[src/rtl/uart_rx_if.sv]
// Signal bundle between a UART receiver and its user: line/tick/format inputs
// toward the receiver, received word and status flags back.
interface uart_rx_if #(
  parameter int MAX_DATA_BIT_NUM = 8
);
  logic                        enable_i;
  logic                        rx_i;
  logic                        baud_tick_i;
  logic                        data_bit_num_i;
  logic                        stop_bit_num_i;
  logic [MAX_DATA_BIT_NUM-1:0] data_o;
  logic                        data_valid_o;
  logic                        frame_err_o;
  logic                        busy_o;
  logic                        start_complete_o;
  logic                        data_complete_o;
  logic                        rx_complete_o;

  modport master (
    output enable_i, rx_i, baud_tick_i, data_bit_num_i, stop_bit_num_i,
    input  data_o, data_valid_o, frame_err_o, busy_o,
           start_complete_o, data_complete_o, rx_complete_o
  );

  modport slave (
    input  enable_i, rx_i, baud_tick_i, data_bit_num_i, stop_bit_num_i,
    output data_o, data_valid_o, frame_err_o, busy_o,
           start_complete_o, data_complete_o, rx_complete_o
  );
endinterface

[src/rtl/uart_rx.sv]
// Oversampling UART receiver, 7/8 data bits, 1/2 stop bits, LSB first.
// Define UART_RX_SYNC_EN to put a two-flop synchronizer on rx_i.
module uart_rx #(
  parameter int MAX_DATA_BIT_NUM = 8,
  parameter int OVERSAMPLE       = 16
) (
  input logic     clk_i,
  input logic     s_rst_n_i,
  uart_rx_if.slave bus
);

  localparam int CW = (OVERSAMPLE > 2) ? $clog2(OVERSAMPLE) : 1;
  localparam int W  = MAX_DATA_BIT_NUM;

  typedef enum logic [1:0] {
    IDLE  = 2'd0,
    START = 2'd1,
    RECV  = 2'd2,
    STOP  = 2'd3
  } state_t;

  state_t         state_reg;
  logic [CW-1:0]  tick_cnt_reg;
  logic [3:0]     bit_cnt_reg;
  logic [W-1:0]   shift_reg;
  logic           seven_reg;
  logic           two_stop_reg;
  logic           stop_idx_reg;
  logic           stop_err_reg;
  logic           rx_prev_reg;
  logic [W-1:0]   data_reg;
  logic           data_valid_reg;
  logic           frame_err_reg;
  logic           busy_reg;
  logic           start_done_reg;
  logic           data_done_reg;
  logic           rx_done_reg;
  logic           rx_s;

`ifdef UART_RX_SYNC_EN
  logic [1:0] sync_reg;

  always_ff @(posedge clk_i) begin
    if (!s_rst_n_i) begin
      sync_reg <= 2'b11;
    end else begin
      sync_reg <= {sync_reg[0], bus.rx_i};
    end
  end

  assign rx_s = sync_reg[1];
`else
  assign rx_s = bus.rx_i;
`endif

  // Bits shift in from the top, so a short word must be moved down by the unused width.
  logic [W-1:0] word_shifted;
  logic [W-1:0] word_aligned;

  assign word_shifted = seven_reg ? (shift_reg >> (W - 7)) : (shift_reg >> (W - 8));

  genvar gi;
  generate
    for (gi = 0; gi < W; gi++) begin : g_mask
      assign word_aligned[gi] = word_shifted[gi] & ((gi < 7) || ((gi == 7) && !seven_reg));
    end
  endgenerate

  always_ff @(posedge clk_i) begin
    if (!s_rst_n_i) begin
      state_reg      <= IDLE;
      tick_cnt_reg   <= '0;
      bit_cnt_reg    <= '0;
      shift_reg      <= '0;
      seven_reg      <= 1'b0;
      two_stop_reg   <= 1'b0;
      stop_idx_reg   <= 1'b0;
      stop_err_reg   <= 1'b0;
      rx_prev_reg    <= 1'b1;
      data_reg       <= '0;
      data_valid_reg <= 1'b0;
      frame_err_reg  <= 1'b0;
      busy_reg       <= 1'b0;
      start_done_reg <= 1'b0;
      data_done_reg  <= 1'b0;
      rx_done_reg    <= 1'b0;
    end else begin
      data_valid_reg <= 1'b0;
      if (bus.baud_tick_i) begin
        rx_prev_reg <= rx_s;
        case (state_reg)
          IDLE: begin
            if (bus.enable_i && rx_prev_reg && !rx_s) begin
              state_reg      <= START;
              busy_reg       <= 1'b1;
              tick_cnt_reg   <= '0;
              start_done_reg <= 1'b0;
              data_done_reg  <= 1'b0;
              rx_done_reg    <= 1'b0;
            end
          end
          START: begin
            if (tick_cnt_reg == CW'(OVERSAMPLE / 2 - 1)) begin
              tick_cnt_reg <= '0;
              if (!rx_s) begin
                state_reg      <= RECV;
                start_done_reg <= 1'b1;
                seven_reg      <= bus.data_bit_num_i;
                two_stop_reg   <= bus.stop_bit_num_i;
                bit_cnt_reg    <= '0;
                shift_reg      <= '0;
              end else begin
                state_reg <= IDLE;
                busy_reg  <= 1'b0;
              end
            end else begin
              tick_cnt_reg <= tick_cnt_reg + 1'b1;
            end
          end
          RECV: begin
            if (tick_cnt_reg == CW'(OVERSAMPLE - 1)) begin
              tick_cnt_reg <= '0;
              shift_reg    <= {rx_s, shift_reg[W-1:1]};
              bit_cnt_reg  <= bit_cnt_reg + 4'd1;
              if (bit_cnt_reg == (seven_reg ? 4'd6 : 4'd7)) begin
                state_reg     <= STOP;
                data_done_reg <= 1'b1;
                stop_idx_reg  <= 1'b0;
                stop_err_reg  <= 1'b0;
              end
            end else begin
              tick_cnt_reg <= tick_cnt_reg + 1'b1;
            end
          end
          STOP: begin
            if (tick_cnt_reg == CW'(OVERSAMPLE - 1)) begin
              tick_cnt_reg <= '0;
              if (two_stop_reg && !stop_idx_reg) begin
                stop_idx_reg <= 1'b1;
                stop_err_reg <= !rx_s;
              end else begin
                state_reg      <= IDLE;
                busy_reg       <= 1'b0;
                data_reg       <= word_aligned;
                data_valid_reg <= 1'b1;
                frame_err_reg  <= stop_err_reg | !rx_s;
                rx_done_reg    <= 1'b1;
                // Keep the pre-sample line level so a start edge landing on this tick is still seen.
                rx_prev_reg    <= rx_prev_reg;
              end
            end else begin
              tick_cnt_reg <= tick_cnt_reg + 1'b1;
            end
          end
          default: begin
            state_reg    <= IDLE;
            busy_reg     <= 1'b0;
            tick_cnt_reg <= '0;
          end
        endcase
      end
    end
  end

  assign bus.data_o           = data_reg;
  assign bus.data_valid_o     = data_valid_reg;
  assign bus.frame_err_o      = frame_err_reg;
  assign bus.busy_o           = busy_reg;
  assign bus.start_complete_o = start_done_reg;
  assign bus.data_complete_o  = data_done_reg;
  assign bus.rx_complete_o    = rx_done_reg;

endmodule

[src/flat_wrapper.sv]
// flat-port wrapper written by rule: the top's interface ports become plain ports
module uart_rx_flat 
#(
  parameter int MAX_DATA_BIT_NUM = 8,
  parameter int OVERSAMPLE       = 16
)
  (clk_i, s_rst_n_i, bus_enable_i, bus_rx_i, bus_baud_tick_i, bus_data_bit_num_i, bus_stop_bit_num_i, bus_data_o, bus_data_valid_o, bus_frame_err_o, bus_busy_o, bus_start_complete_o, bus_data_complete_o, bus_rx_complete_o);
  uart_rx_if #(.MAX_DATA_BIT_NUM(MAX_DATA_BIT_NUM)) bus_i ();
  input logic clk_i;
  input logic s_rst_n_i;
  input wire logic [$bits(bus_i.enable_i)-1:0] bus_enable_i;
  input wire logic [$bits(bus_i.rx_i)-1:0] bus_rx_i;
  input wire logic [$bits(bus_i.baud_tick_i)-1:0] bus_baud_tick_i;
  input wire logic [$bits(bus_i.data_bit_num_i)-1:0] bus_data_bit_num_i;
  input wire logic [$bits(bus_i.stop_bit_num_i)-1:0] bus_stop_bit_num_i;
  output wire logic [$bits(bus_i.data_o)-1:0] bus_data_o;
  output wire logic [$bits(bus_i.data_valid_o)-1:0] bus_data_valid_o;
  output wire logic [$bits(bus_i.frame_err_o)-1:0] bus_frame_err_o;
  output wire logic [$bits(bus_i.busy_o)-1:0] bus_busy_o;
  output wire logic [$bits(bus_i.start_complete_o)-1:0] bus_start_complete_o;
  output wire logic [$bits(bus_i.data_complete_o)-1:0] bus_data_complete_o;
  output wire logic [$bits(bus_i.rx_complete_o)-1:0] bus_rx_complete_o;
  assign bus_i.enable_i = bus_enable_i;
  assign bus_i.rx_i = bus_rx_i;
  assign bus_i.baud_tick_i = bus_baud_tick_i;
  assign bus_i.data_bit_num_i = bus_data_bit_num_i;
  assign bus_i.stop_bit_num_i = bus_stop_bit_num_i;
  assign bus_data_o = bus_i.data_o;
  assign bus_data_valid_o = bus_i.data_valid_o;
  assign bus_frame_err_o = bus_i.frame_err_o;
  assign bus_busy_o = bus_i.busy_o;
  assign bus_start_complete_o = bus_i.start_complete_o;
  assign bus_data_complete_o = bus_i.data_complete_o;
  assign bus_rx_complete_o = bus_i.rx_complete_o;
  uart_rx #(.MAX_DATA_BIT_NUM(MAX_DATA_BIT_NUM), .OVERSAMPLE(OVERSAMPLE)) u_core (.clk_i(clk_i), .s_rst_n_i(s_rst_n_i), .bus(bus_i));
endmodule
[config.mk]
export PLATFORM = sky130hd
export DESIGN_NAME = uart_rx_flat
export DESIGN_NICKNAME = d
export VERILOG_FILES = /design/src/rtl/uart_rx_if.sv /design/src/rtl/uart_rx.sv /design/src/flat_wrapper.sv
export SDC_FILE = /design/constraint.sdc
export NUM_CORES = 1
export LEC_CHECK = 0
export ABC_AREA = 0
export CAP_MARGIN = 0
export CORE_ASPECT_RATIO = 0.8
export CORE_UTILIZATION = 58
export CTS_CLUSTER_DIAMETER = 200
export DETAILED_ROUTE_END_ITERATION = 12
export PLACE_DENSITY = 0.92
export SYNTH_ARGS = -nofsm -noshare
export SYNTH_HDL_FRONTEND = slang
export SYNTH_SLANG_ARGS = --single-unit
[constraint.sdc]
create_clock -name clk_i -period 2.6 [get_ports clk_i]
set_clock_uncertainty 0.2 [all_clocks]
set_input_delay 0.78 -clock clk_i [delete_from_list [all_inputs] [get_ports clk_i]]
set_output_delay 0.78 -clock clk_i [all_outputs]
set_load 0.02 [all_outputs]
==> qor.txt, run 1 <==
status: completed
routed wire length: 3670 um
Post-synth EDFFs: 0
GR Util All Layers: 25.8%
WS Path Type: input pin to flop
DR WL/cell: 14.2 um
hold_sp: u_core.bus.start_complete_o
leakage power: 0.679 nW
Die Ht: 50.6 um
Root Buffer: clkbuf_8
Synth Warn #: 0
worst hold path type: flop to flop
TritonCTS clock tree: yes
unrepaired setup endpoints after global routing: false
Critical Path Start Type: input pin
gpl congestion: 0.865
Yosys reg bits: 37
die area: 3180 sq um
commonest non-fill, non-tap cells in the layout: 37 x dfxtp_1, 21 x nor2_1, 20 x nand2_1, 20 x clkdlybuf4s50_1, 18 x a21oi_1
r2r endpoint: u_core.two_stop_reg
Clk Latency, worst-skew pair: 280 ps
Post-synth ARST share: 0%
antenna viol nets, final: 0
cell taking the most area after synthesis: dfxtp_1
global route total overflow: 0
Vias: 1500
1st-pass router iterations: 4
row count: 17
worst slew pin tran: 551 ps
Max Root-Sink Buffers: 2
first-pass GRT wire length: 6150 um
Synth cell types: 41
Crit. End Element: flop
die extent in x: 62.8 um
fin crit share: 89.6%
Max Cap Viol: 0
DRC: 0
Synth Instances: 197
Iteration-0 DRC Markers: 99
postcts setup bufs: 0
final setup vio count: 0
post-route minimum period: 2330 ps
number of buffers created by CTS: 5
Hold Slack: 253 ps
Critical Path RT: 2580 ps
nets: 228
commonest non-fill, non-tap cell in the layout: dfxtp_1
share of cells above drive strength 1: 8.64%
pin count of the biggest net entering global routing: 16
Avg Vias per Cell: 5.81
Achievable Freq: 429 MHz
final-report hold violation count: 0
# resized after CTS: 0
synthesized area: 1710 sq um
FF-to-FF path depth: 5
initial core utilization: 61.5%
Post-CTS Hold Fix Bufs: 0
Worst EP arrival: 2310 ps
Cell Pwr Density: 494 nW/um^2
Max FO, Critical Path: 15
r2r startpoint: u_core.tick_cnt_reg[0]
CP Capture Point: u_core.two_stop_reg
vias in the first global route: 1327
DR top layer: met4
critical path launch point: bus_baud_tick_i
Final Core Density: 72.7%
initial antenna violation count: 0
flop2flop setup slack: 550 ps
Synth Flop Type: dfxtp_1
VDD IR-drop max: 0.294 mV
core area: 2790 sq um
synth-to-layout area growth: 18.1%
sequential fraction of the synthesis area: 43.2%
n_diodes: 0
Yosys top cell area share: 43.2%
Metal-1 WL: 1790 um
DR WL met2: 1630 um
H-tree levels: 2
Post-Syn Nets: 206
Slew Viols, Final: 0
I/O Buffers: 20
largest cells by area after synthesis: dfxtp_1 43%, mux2i_1 6.4%, a21oi_1 5.3%, nor2_1 4.6%, nand2_1 4.4%
Avg Cell Area, Syn: 8.70 sq um
Relative slew margins: 63.2%
DPL Wire Length: 2580 um
I/O Pins: 21
Num Clock Sinks: 37
met3 routed WL: 221 um
clock slew at reported path FFs: 70 ps
## Yosys cell counts, types with 2 or more instances
cell,number
and3_1,2
a21oi_1,18
dfxtp_1,37
o41ai_1,2
buf_4,2
ha_1,2
nand2_1,20
nor2b_1,2
buf_2,2
or3_1,3
o21ai_0,5
and2_1,3
a211oi_1,5
mux2i_1,11
clkbuf_1,4
a31oi_1,3
buf_6,3
nand2b_1,3
nor3_1,4
nand3_1,15
a22oi_1,3
and4_1,2
inv_1,5
nor2_1,21
a211oi_2,2
xnor2_1,3
## layer usage
metal,track usage [%],vias to the layer above
met5,0,-
met4,9.30,0
met3,7.95,6
met2,38.6,57
met1,35.0,688
li1,-,749
## cell families after synthesis
family / Yosys count / share of synthesized area (%)
AND/OR/NAND/NOR: 80 / 22.6
AO/OA/AOI/OAI: 44 / 17.4
flip-flops: 37 / 43.2
buffers and inverters: 19 / 6.79
multiplexers: 11 / 6.42
XOR/XNOR: 4 / 2.04
adder cells (fa/ha/maj): 2 / 1.46
## worst min-delay path by stage
stage	endpoint	slack, ps	cells after the start
final	u_core.bus.start_complete_o	250	2
after global routing	u_core.shift_reg[0]	280	2
after CTS	u_core.bus.start_complete_o	260	2
after detailed placement	u_core.bus.start_complete_o	250	2
after global placement	u_core.bus.start_complete_o	230	2
after floorplan	u_core.rx_prev_reg	240	2
## worst max-delay path, stage by stage
cell and delay [ps]:
clkdlybuf4s50_1 490, nand2_1 110, or3_1 620, mux2i_1 240, nor2_1 60
## where the power goes
| part | switching (W) | leakage [nW] | internal [W] |
|---|---|---|---|
| logic | 0.0000294 | 0.341 | 0.0000250 |
| clock network | 0.000180 | 0.0395 | 0.000190 |
| registers | 0.00000454 | 0.298 | 0.000571 |
| total | 0.000214 | 0.679 | 0.000786 |
## through the flow
step / instances / total power [W] / cell area, sq um / setup WS (ps) / TNS (ps)
finish: 258 / 0.00100 / 2020 / 269 / 0
global route: 258 / 0.00104 / 2020 / 174 / 0
CTS: 258 / 0.00101 / 2020 / 255 / 0
detailed placement: 250 / 0.000641 / 1940 / -29.3 / -149
global placement: 250 / 0.000641 / 1940 / 6.89 / 0
floorplan: 197 / 0.000614 / 1710 / 613 / 0
## layout make-up
cell class                      instances  area (sq um)
Inverter                                5          18.8
Clock buffer                            8          80.1
Tap cell                               38          47.5
Timing Repair Buffer                   29           280
Fill cell                             216           762
Multi-Input combinational cell        141           857
Sequential cell                        37           741
No activity file was read; power rests on OpenSTA's default activity.
==> run 2, diff against run 1 <==
RECOVER_POWER = 50   (was not set)
==> run 2 against run 1 <==
Global-route usage unchanged. Utilization decreased by 1.1 points. Combinational power decreased by 3%. Register-to-register slack got worse by 130 ps. Final cell count unchanged. Highest routed layer unchanged. Total power about the same. Via count decreased by 0.20%. Clock-buffer cell count unchanged.
==> qor.txt, run 2 (synthesis gave the netlist of run 1 again) <==
status: completed
commonest non-fill, non-tap cells in the layout: 37 x dfxtp_1, 21 x nor2_1, 20 x nand2_1
final setup vio count: 0 (unchanged)
clock slew at reported path FFs: 70 ps (about the same)
met2 Use GR: 38.6% (unchanged)
initial core utilization: 61.5% (unchanged)
synth-to-layout area growth: 16.3%
Critical Path RT: 2560 ps (-20 ps)
Slew Viols, Final: 0 (unchanged)
core area: 2790 sq um (unchanged)
global route total overflow: 0 (unchanged)
fill count: 225 (+4.2%)
Clk Latency, worst-skew pair: 280 ps (about the same)
slowest stage delay, CP: 620 ps (about the same)
I/O Pins: 21 (unchanged)
gpl congestion: 0.865 (unchanged)
commonest non-fill, non-tap cell in the layout: dfxtp_1
number of buffers created by CTS: 5 (unchanged)
Relative slew margins: 58.9% (-4.4 points)
initial antenna violation count: 0 (unchanged)
DRC: 0 (unchanged)
VDD IR-drop max: 0.273 mV (-7.2%)
met3 GRT Util: 7.95% (unchanged)
Post-CTS Hold Fix Bufs: 0 (unchanged)
vias in the first global route: 1327 (unchanged)
Worst EP arrival: 2390 ps (+80 ps)
leakage power: 0.688 nW (+1.4%)
worst slew pin tran: 612 ps (+61.1 ps)
Top Usage Layer GRT: met2
Max Cap Viol: 0 (unchanged)
1st-pass router iterations: 4 (unchanged)
Achievable Freq: 412 MHz (-4.0%)
Cell Pwr Density: 502 nW/um^2 (+1.6%)
CP Depth: 5 (unchanged)
Hold EP: u_core.bus.start_complete_o
Max Root-Sink Buffers: 2 (unchanged)
slowest library cell on the worst path: or3_1
Max FO, Critical Path: 15 (unchanged)
routed wire length: 3690 um (+0.52%)
Num Clock Sinks: 37 (unchanged)
critical path launch point: bus_baud_tick_i
TritonCTS clock tree: yes
WS Path Type: input pin to flop
setup slack after layout: 171 ps (-98.3 ps)
die extent in x: 62.8 um (unchanged)
H-tree levels: 2 (unchanged)
Crit path max-delay family: simple AND/OR/NAND/NOR gates
total placed cells including tap cells: 250 (unchanged)
share of cells above drive strength 1: 6.82% (-1.8 points)
die area: 3180 sq um (unchanged)
crit path buf inv count: 1 (unchanged)
flop2flop setup slack: 420 ps (-130 ps)
unrepaired setup endpoints after global routing: false
FF-to-FF path depth: 6 (+1)
GR Util All Layers: 25.8% (unchanged)
Vias: 1497 (-0.20%)
DPL Wire Length: 2580 um (unchanged)
total power: 0.00100 W (about the same)
fin cells: 258 (unchanged)
first-pass GRT wire length: 6150 um (unchanged)
DR WL/cell: 14.3 um (+0.52%)
final-report hold violation count: 0 (unchanged)
worst path cell trace: dlygate4sd3_1 > nand2_1 > or3_1 > mux2i_1 > nor2_1
Critical Path Start Type: input pin
pin count of the biggest net entering global routing: 16 (unchanged)
Avg Vias per Cell: 5.80 (-0.20%)
row count: 17 (unchanged)
# resized after CTS: 0 (unchanged)
Place WS: -29.3 ps (unchanged)
fin crit share: 93.4% (+3.8 points)
post-route minimum period: 2430 ps (+98.3 ps)
worst hold path type: flop to flop
grt met1 use: 35.0% (unchanged)
nets: 228 (unchanged)
r2r endpoint: u_core.bus.data_o[2]
n_diodes: 0 (unchanged)
Crit. End Element: flop
hold_sp: u_core.bus.start_complete_o
Worst Hold Depth: 2 (unchanged)
Die Ht: 50.6 um (unchanged)
r2r startpoint: u_core.tick_cnt_reg[0]
Iteration-0 DRC Markers: 87 (-12%)
postcts setup bufs: 0 (unchanged)
I/O Buffers: 20 (unchanged)
Root Buffer: clkbuf_8
antenna viol nets, final: 0 (unchanged)
-- run 2: changes by cell type in the layout (fill, tap and decap cells not counted) --
cell and change:
and2_0 +1, and2_1 -1, buf_12 -1, buf_4 -3, clkbuf_1 +3, clkbuf_2 +1
clkdlybuf4s50_1 -8, dlygate4sd3_1 +8, o31ai_1 +1, o31ai_2 -1
-- run 2: worst register-to-register path, delay by kind of cell, from the launching register on --
| kind | cells | cell delay, ps |
|---|---|---|
| buffers and inverters | 1 | 320 |
| adder cells (fa/ha/maj) | 1 | 330 |
| AO/OA/AOI/OAI | 1 | 200 |
| AND/OR/NAND/NOR | 3 | 670 |
| flip-flops | 1 | 380 |
-- run 2: layout make-up --
| type | instances | area [sq um] | area share [%] |
|---|---|---|---|
| inverters | 5 | 18.8 | 0.942 |
| repair buffers | 29 | 254 | 12.7 |
| multi-input cells | 141 | 852 | 42.7 |
| well taps | 38 | 47.5 | 2.39 |
| clock buffers | 8 | 80.1 | 4.02 |
| flip-flops and latches | 37 | 741 | 37.2 |
-- run 2: worst max path at each step --
stage	to	slack (ps)
6_report	u_core.two_stop_reg	170
5_1_grt	u_core.two_stop_reg	100
4_1_cts	u_core.two_stop_reg	250
3_5_place_dp	u_core.two_stop_reg	-30
3_3_place_gp	u_core.seven_reg	7
2_1_floorplan	u_core.bit_cnt_reg[2]	610
-- run 2: per-stage QoR --
stage | hold WS (ps) | TNS (ps) | area [sq um] | utilization, %
after global placement | 234 | 0 | 1940 | 69.8
after detailed placement | 247 | -149 | 1940 | 69.8
after floorplan | 236 | 0 | 1710 | -
final | 250 | 0 | 1990 | 71.5
after global routing | 283 | 0 | 1990 | 71.5
after CTS | 256 | 0 | 2020 | 72.7
-- run 2: power by group --
group / switching, W / leakage, nW / internal (W)
logic: 0.0000294 / 0.350 / 0.0000233
clock network: 0.000183 / 0.0395 / 0.000190
registers: 0.00000431 / 0.298 / 0.000571
-- run 2: routing by layer --
metal | part of all wire (%) | wire length (um)
met1 | 50 | 1840
met2 | 44 | 1630
met3 | 4.6 | 170
met4 | 1.4 | 52
met5 | 0 | 0
==> run 3, diff against run 2 <==
CELL_PAD_IN_SITES_DETAIL_PLACEMENT = 1   (was not set)
CELL_PAD_IN_SITES_GLOBAL_PLACEMENT = 1   (was not set)
CORE_UTILIZATION = 44   (was 58)
==> run 3 against run 2 <==
Fmax shrank 4.0%. Routed wire length grew 30%. Combinational power rose by 7.8%. Hold slack better by 12 ps.
==> qor.txt, run 3 (synthesis gave the netlist of run 1 again) <==
status: completed
Critical Path Start Type: input pin
WS Path Type: input pin to flop
setup slack after layout: 71.0 ps (-99.9 ps)
Avg Vias per Cell: 5.93 (+2.1%)
global route total overflow: 0 (unchanged)
met2 Use GR: 43.8% (+5.2 points)
Hold Slack: 262 ps (+12.2 ps)
hold_sp: u_core.bus.start_complete_o
gpl congestion: 0.915 (+5.8%)
final setup vio count: 0 (unchanged)
routed wire length: 4800 um (+30%)
Cell Pwr Density: 547 nW/um^2 (+9.1%)
initial antenna violation count: 0 (unchanged)
worst slew pin tran: 621 ps (+9.11 ps)
vias in the first global route: 1617 (+22%)
Root Buffer: clkbuf_8
n_diodes: 0 (unchanged)
Relative slew margins: 58.6% (-0.26 points)
Die Ht: 57.8 um (+14%)
clock slew at reported path FFs: 70 ps (about the same)
postcts setup bufs: 0 (unchanged)
r2r endpoint: u_core.two_stop_reg
Hold EP: u_core.bus.start_complete_o
Max Cap Viol: 0 (unchanged)
row count: 19 (+2)
critical path launch point: bus_baud_tick_i
Critical Path RT: 2580 ps (+20 ps)
1st-pass router iterations: 4 (unchanged)
post-route minimum period: 2530 ps (+99.9 ps)
H-tree levels: 2 (unchanged)
Achievable Freq: 395 MHz (-4.0%)
first-pass GRT wire length: 7930 um (+29%)
unrepaired setup endpoints after global routing: false
DR WL/cell: 18.5 um (+30%)
Crit. End Element: flop
die area: 4150 sq um (+31%)
die extent in x: 71.8 um (+14%)
share of cells above drive strength 1: 8.29% (+1.5 points)
I/O Buffers: 20 (unchanged)
r2r startpoint: u_core.tick_cnt_reg[0]
core area: 3570 sq um (+28%)
commonest non-fill, non-tap cell in the layout: dfxtp_1
Max FO, Critical Path: 15 (unchanged)
Max Root-Sink Buffers: 2 (unchanged)
Worst Hold Depth: 2 (unchanged)
worst hold path type: flop to flop
leakage power: 0.713 nW (+3.5%)
synth-to-layout area growth: 18.6%
Worst EP arrival: 2510 ps (+120 ps)
area post-placement: 1930 sq um (-0.51%)
final instance area: 2030 sq um (+2.0%)
fin cells: 259 (+0.39%)
TritonCTS clock tree: yes
initial core utilization: 48.1% (-13 points)
nets: 226 (-0.88%)
Post-CTS Hold Fix Bufs: 0 (unchanged)
GR Util All Layers: 25.2% (-0.63 points)
I/O Pins: 21 (unchanged)
Iteration-0 DRC Markers: 135 (+55%)
fin crit share: 97.3% (+3.8 points)
DPL Wire Length: 3410 um (+32%)
commonest non-fill, non-tap cells in the layout: 37 x dfxtp_1, 21 x nor2_1, 20 x nand2_1
DRC: 0 (unchanged)
# resized after CTS: 0 (unchanged)
total placed cells including tap cells: 252 (+0.80%)
Clk Latency, worst-skew pair: 290 ps (about the same)
flop2flop setup slack: 350 ps (-70 ps)
final-report hold violation count: 0 (unchanged)
FF-to-FF path depth: 5 (-1)
antenna viol nets, final: 0 (unchanged)
Top Usage Layer GRT: met2
met3 GRT Util: 5.04% (-2.9 points)
Num Clock Sinks: 37 (unchanged)
pin count of the biggest net entering global routing: 20 (+4)
grt met1 use: 31.1% (-3.9 points)
VDD IR-drop max: 0.314 mV (+15%)
Slew Viols, Final: 0 (unchanged)
number of buffers created by CTS: 5 (unchanged)
Vias: 1535 (+2.5%)
Place WS: -96.7 ps (-67.5 ps)
==> run 3: cell types whose count changed in the layout (fill, tap and decap cells not counted), sizes merged <==
| cell | delta |
|---|---|
| bufinv | +1 |
| clkbuf | -7 |
| clkinv | +1 |
| buf | +2 |
| dlygate4sd3 | +2 |
| clkdlybuf4s50 | -2 |
==> run 3: cell type report <==
| type | count | area [sq um] |
|---|---|---|
| clock buffer | 5 | 68.8 |
| clock inverter | 2 | 35.0 |
| fill | 427 | 1530 |
| inverter | 5 | 18.8 |
| multi-input combinational | 141 | 852 |
| sequential | 37 | 741 |
| tap | 42 | 52.6 |
| timing repair buffer | 27 | 265 |
==> run 3: layer usage <==
metal | vias to the layer above | wire, um | share of wire (%)
li1 | 734 | - | -
met1 | 751 | 2200 | 46
met2 | 39 | 2360 | 49
met3 | 11 | 162 | 3.4
met4 | 0 | 84 | 1.7
met5 | - | 0 | 0
==> run 3: worst max-delay path by stage <==
stage,to,slack [ps],cells after the start
floorplan,u_core.bit_cnt_reg[2],610,5
global placement,u_core.two_stop_reg,50,5
detailed placement,u_core.tick_cnt_reg[2],-100,6
CTS,u_core.two_stop_reg,180,5
global route,u_core.two_stop_reg,60,5
finish,u_core.two_stop_reg,70,5
==> run 3: through the flow <==
stage          TNS (ps)  util, %  total power [W]
2_1_floorplan         0        -         0.000614
3_3_place_gp          0     54.2         0.000641
3_5_place_dp       -321     54.2         0.000644
4_1_cts               0     57.2          0.00112
5_1_grt               0     57.0          0.00115
6_report              0     57.0          0.00111
==> run 3: worst max-delay path, cell delays in order <==
cell,delay [ps]
dlygate4sd3_1,570
nand2_1,130
or3_1,670
mux2i_1,290
nor2_1,60
==> run 3: where the power goes <==
part | total, W | switching (W) | internal [W] | leakage (nW)
clock network | 0.000481 | 0.000202 | 0.000279 | 0.0540
registers | 0.000575 | 0.00000493 | 0.000570 | 0.298
logic | 0.0000567 | 0.0000323 | 0.0000243 | 0.360
total | 0.00111 | 0.000240 | 0.000874 | 0.713
